### src/rtl/mod_mul_seq.sv
// mod_mul_seq: MSB-first interleaved (A*Bm) mod q, one multiplier bit per cycle.
// Optional MOD_MUL_ZERO_SKIP_EN: zero operands bypass RUN and finish in one cycle.
module mod_mul_seq #(
  parameter int W = 48
) (
  input  logic         clk,
  input  logic         rstn,
  input  logic         start,
  input  logic [W-1:0] A,
  input  logic [W-1:0] Bm,
  input  logic [W-1:0] q,
  output logic         busy,
  output logic         done,
  output logic [W-1:0] P
);
  localparam int CW = (W > 1) ? $clog2(W) : 1;
  typedef enum logic [1:0] {IDLE, RUN, DONE} state_t;
  state_t state_q, state_d;
  logic [CW-1:0] cnt_q, cnt_d;
  logic [W+1:0] acc_q, acc_d, t1, t2, t3, mq;
  logic [W-1:0] a_q, a_d, b_q, b_d, m_q, m_d, p_q, p_d;
  logic zero;
`ifdef MOD_MUL_ZERO_SKIP_EN
  assign zero = (A == '0) || (Bm == '0);
`else
  assign zero = 1'b0;
`endif
  // acc < q on entry, so 2*acc + Bm <= 3q-3 fits W+2 bits and two subtractions restore acc < q
  assign mq = {2'b0, m_q};
  assign t1 = (acc_q << 1) + (a_q[W-1] ? {2'b0, b_q} : '0);
  assign t2 = (t1 >= mq) ? t1 - mq : t1;
  assign t3 = (t2 >= mq) ? t2 - mq : t2;
  always_comb begin
    state_d = state_q;
    cnt_d   = cnt_q;
    acc_d   = acc_q;
    a_d     = a_q;
    b_d     = b_q;
    m_d     = m_q;
    p_d     = p_q;
    if (state_q == RUN) begin
      acc_d = t3;
      a_d   = a_q << 1;
      cnt_d = cnt_q + 1'b1;
      if (cnt_q == CW'(W - 1)) begin
        state_d = DONE;
        p_d     = t3[W-1:0];
      end
    end else if (start) begin
      a_d     = A;
      b_d     = Bm;
      m_d     = q;
      acc_d   = '0;
      cnt_d   = '0;
      state_d = zero ? DONE : RUN;
      p_d     = zero ? '0 : p_q;
    end else if (state_q == DONE) begin
      state_d = IDLE;
    end
  end
  always_ff @(posedge clk) begin
    if (!rstn) begin
      state_q <= IDLE;
      cnt_q   <= '0;
      acc_q   <= '0;
      a_q     <= '0;
      b_q     <= '0;
      m_q     <= '0;
      p_q     <= '0;
    end else begin
      state_q <= state_d;
      cnt_q   <= cnt_d;
      acc_q   <= acc_d;
      a_q     <= a_d;
      b_q     <= b_d;
      m_q     <= m_d;
      p_q     <= p_d;
    end
  end
  assign busy = (state_q == RUN);
  assign done = (state_q == DONE);
  assign P    = p_q;
endmodule

### config.mk
export PLATFORM = sky130hd
export DESIGN_NAME = mod_mul_seq
export DESIGN_NICKNAME = d
export VERILOG_FILES = /design/src/rtl/mod_mul_seq.sv
export SDC_FILE = /design/constraint.sdc
export NUM_CORES = 1
export LEC_CHECK = 0
export CAP_MARGIN = 20
export CORE_ASPECT_RATIO = 0.7
export CORE_MARGIN = 5
export CORE_UTILIZATION = 56
export DETAILED_ROUTE_END_ITERATION = 10
export HOLD_SLACK_MARGIN = 0.02
export PLACE_DENSITY = 0.79
export SYNTH_ARGS = -nofsm -noshare
export SYNTH_HDL_FRONTEND = slang
export SYNTH_SLANG_ARGS = --single-unit
### constraint.sdc
create_clock -name clk -period 10.59 [get_ports clk]
set_input_delay 2.118 -clock clk [delete_from_list [all_inputs] [get_ports clk]]
set_output_delay 2.118 -clock clk [all_outputs]
set_load 0.02 [all_outputs]
==> impl_metrics.ini, run 1 <==
[critical_path]
cpMostUsedCell = buf_4
rrSetupSlack_ns = 0.74
r2r_start = a_q[47]
critical-path-max-stage-delay_ns = 0.54
critical_path.endpoint = P[12]
worstPathRequired_ns = 11.00
reg2regPathDepth = 38
criticalPathCategory = reg -> reg
arrival_ns = 10.26
r2r-end = P[12]
cp-startpoint = a_q[47]
endpoint_kind = register
cp_max_fo = 26
startpoint_type = register
cp_slowest_cell = nor4b_1

[floorplanning]
die_w_um = 229
die_h_um = 163
core_area_um2 = 33400
start_util_pct = 56.5
num_rows = 56
pin_count = 197
fp.dieArea_um2 = 37500

[cells_and_area]
layout_commonest_cell = nand2_1
nets = 2948
drive_gt1_share_pct = 6.25
diodes = 0
fill_cells = 2843
layout_common_cells = nand2_1 (365), a21oi_1 (320), dfxtp_1 (249)
areaGrowthSynthToFinish_pct = 17.7
final_cells = 3109

[sta]
grt_setup_unrepaired = no
finalCritPeriodShare_pct = 93.0
min_period_ns = 9.85
slew_violations = 0
setup_viol = 0
fmaxAchievable_mhz = 102
relSlewSlack_pct = 35.6
hold_violations = 0
finalSetupTns_ns = 0
fin_skew_ns = 0.0206
tightest_slew_ns = 0.957

[logic_synthesis]
synth_cell_types = 86
synth.avg_cell_area_um2 = 7.53
syn_nets = 2797
async_flop_share_pct = 0
synth_edf_count = 0
seq_area_frac_synth_pct = 26.5
netlist_area_um2 = 18800
netlist_instances = 2503
synth_warnings = 0
ys_ff_latch = 249
synth_flop_cell = dfxtp_1

[routing]
avgRoutedWirePerCell_um = 21.7
drt_iter0_markers = 2147
dr.pass1.iters = 8
routed_wl_um = 67600
drc = 0
vias = 19500
ant_nets = 0
avgViaCountPerCell = 6.27

[placement]
dp.cells = 3059
dp_hpwl_um = 53100
gp_congestion = 1.02
io_buffers = 196

[global_route]
antenna_found_initial = 1
grt_max_degree = 97
grt_pass1_vias = 18200
grt_usage_pct = 34.5
gr-total-overflow = 0
grt_pass1_wl_um = 104000

[cts]
cts.reportedPaths.clkPinSlew_ns = 0.06
cts_root_buffer = clkbuf_16
clock_path_buffers = 3
cts_buffers = 27
cts_resized = 0
clk_latency_ns = 0.57
cts_sinks = 249
cts_tree = yes
htree_num_levels = 1
cts_hold_buffers = 0
cts_setup_buffers = 0

[run_status]
status = finished clean

[hold_path]
hold_path_class = reg -> reg

[job]
cap_violations = 0
-- flip-flops by register name (all words and copies together), names as in the netlist --
| signal | flops |
|---|---|
| acc_q | 49 |
| P | 48 |
| a_q | 48 |
| b_q | 48 |
| m_q | 48 |
| cnt_q | 6 |
| state_q | 2 |
-- metrics by stage --
| step | hold WS, ns | util (%) | setup WS, ns | instance area, µm² |
|---|---|---|---|---|
| after floorplan | 0.432 | - | 2.50 | 18800 |
| after global placement | 0.439 | 63.7 | 1.29 | 21300 |
| after detailed placement | 0.443 | 63.7 | 1.10 | 21300 |
| after CTS | 0.454 | 66.4 | 1.06 | 22200 |
| after global routing | 0.472 | 66.5 | 0.116 | 22200 |
| final | 0.453 | 66.5 | 0.743 | 22200 |
-- how the worst min path moves through the flow --
stage	from	end	slack [ns]	cells past startpoint
final	b_q[10]	b_q[10]	0.45	2
after detailed placement	b_q[10]	b_q[10]	0.44	2
after CTS	b_q[10]	b_q[10]	0.45	2
after floorplan	acc_q[10]	acc_q[10]	0.43	2
after global routing	b_q[8]	b_q[8]	0.47	2
after global placement	b_q[37]	b_q[37]	0.44	2
-- layer usage --
layer  GRT usage, %  vias to the layer above  wire length (µm)
li1               -                     9230                 -
met1           52.5                     9184             31400
met2           49.6                      989             27000
met3           8.95                       85              8150
met4           5.60                        0              1120
met5              0                        -                 0
-- logic make-up after synthesis --
| logic type | synth area share [%] |
|---|---|
| simple gates | 20.1 |
| xor+xnor | 6.09 |
| compound gates | 26.3 |
| fa+ha+maj | 9.88 |
| flops | 26.5 |
| mux | 6.00 |
| buf+inv | 5.13 |
-- critical path, delay by kind of cell, from the launching register on --
kind,cells,cell delay [ns]
AND/OR/NAND/NOR,14,3.06
adder cells (fa/ha/maj),4,1.22
multiplexers,2,0.65
buffers and inverters,5,1.28
XOR/XNOR,1,0.24
AO/OA/AOI/OAI,12,2.84
flip-flops,1,0.33
-- synth_stat cells (44+ instances only) --
cell	count	share of area [%]
a21o_1	56	2.2
and2_1	57	1.9
o21ai_0	154	4.1
xnor2_1	81	3.8
xor2_1	50	2.3
ha_1	144	9.6
clkbuf_1	113	2.3
nand2_1	366	7.3
nand3_1	44	1.2
a211oi_1	68	2.7
dfxtp_1	249	26
a21oi_1	320	8.5
inv_1	92	1.8
mux2i_1	95	5.0
nor2_1	178	3.5
-- cell type report --
cell class	instances	area, µm²	share of cell area (%)
clock buffers	36	759	3.42
clock inverters	13	131	0.592
inverters	93	352	1.59
multi-input cells	2020	12900	58.3
flip-flops and latches	249	4980	22.5
well taps	435	544	2.45
repair buffers	263	2480	11.2
Power of run 1 is not shown: default switching activity piles up to over one toggle a cycle in this logic, so the estimate is an artifact.
==> run 2, diff against run 1 <==
CORE_UTILIZATION = 30   (was 56)
PLACE_DENSITY = 0.48   (was 0.79)
==> impl_metrics.ini, run 2 (synthesis results as in run 1) <==
[sta]
slew_violations = 0
grt_setup_unrepaired = no
finalWorstSetupSlack_ns = 0.971
min_period_ns = 9.62
setup_viol = 0
finalSetupTns_ns = 0
fin_skew_ns = 0.0633
relSlewSlack_pct = 28.0
finalCritPeriodShare_pct = 90.8
hold_violations = 0
fmaxAchievable_mhz = 104
tightest_slew_ns = 1.07

[placement]
gp_congestion = 0.961
dp_hpwl_um = 56500
place_area_um2 = 21900
dp_slack_ns = 1.20
io_buffers = 196

[cts]
htree_num_levels = 1
cts_hold_buffers = 0
clk_latency_ns = 0.63
cts_sinks = 249
cts_setup_buffers = 0
cts_resized = 0
cts_buffers = 30
clock_path_buffers = 3
cts_tree = yes
cts.reportedPaths.clkPinSlew_ns = 0.06
cts_root_buffer = clkbuf_16

[critical_path]
startpoint_type = register
worstPathRequired_ns = 11.05
criticalPathCategory = reg -> reg
endpoint_kind = register
critical-path-max-stage-delay_ns = 0.57
cp_slowest_cell = a311oi_1
cp_max_fo = 24
arrival_ns = 10.08

[global_route]
antenna_found_initial = 0
grt_usage_pct = 20.4
grt_pass1_vias = 17800
grt_max_degree = 105
gr-total-overflow = 0
grt_pass1_wl_um = 108000

[job]
cap_violations = 0

[cells_and_area]
areaGrowthSynthToFinish_pct = 21.8
layout_common_cells = nand2_1 (365), a21oi_1 (320), dfxtp_1 (249)
nets = 2966
design_area_um2 = 22900
layout_commonest_cell = nand2_1
largest_reg_flops = 49
drive_gt1_share_pct = 6.79
regMostFlops = acc_q

[floorplanning]
fp.dieArea_um2 = 68000
core_area_um2 = 61800
pin_count = 197
num_rows = 76
die_w_um = 310
start_util_pct = 30.5
die_h_um = 220

[routing]
vias = 18800
ant_nets = 0
routed_wl_um = 72400
drc = 0
dr.pass1.iters = 5
avgRoutedWirePerCell_um = 20.6
drt_iter0_markers = 1487
avgViaCountPerCell = 5.36

[run_status]
status = finished clean

[hold_path]
hold_path_class = reg -> reg
[run 2: worst max-delay path: cells and delay by family (launching register included)]
family          cells  cell delay, ns
compound gates     13            3.37
xor+xnor            1            0.34
fa+ha+maj           3            1.15
buf+inv             5            1.18
flops               1            0.31
mux                 1            0.30
simple gates       14            2.74
[run 2: worst paths after layout]
path	to	slack [ns]	start	depth (start not counted)
max	P[19]	0.97	a_q[47]	37
max reg2reg	P[19]	0.97	a_q[47]	37
min reg2reg	b_q[43]	0.45	b_q[43]	2
min	b_q[43]	0.45	b_q[43]	2
[run 2: per-stage QoR]
stage | utilization (%) | hold WS (ns) | std cells
floorplan | - | 0.432 | 2503
CTS | 37.0 | 0.447 | 3510
finish | 37.1 | 0.453 | 3514
detailed placement | 35.4 | 0.445 | 3456
global route | 37.1 | 0.471 | 3513
global placement | 35.4 | 0.442 | 3456
[run 2: layer usage]
metal	track usage [%]	part of all wire, %	vias up
met2	27.6	38	564
met3	4.25	7.3	72
met4	3.06	1.5	0
met1	33.1	53	8914
met5	0	0	-
li1	-	-	9272
[run 2: layout make-up]
cell class                 count  area, µm²
antenna                        1       2.50
clock buffer                  45        867
clock inverter                 9       93.8
fill                        6503      38900
inverter                      93        352
multi-input combinational   2020      12900
sequential                   249       4980
tap                          819       1020
timing repair buffer         278       2690
Power of run 2 is left out for the same reason.
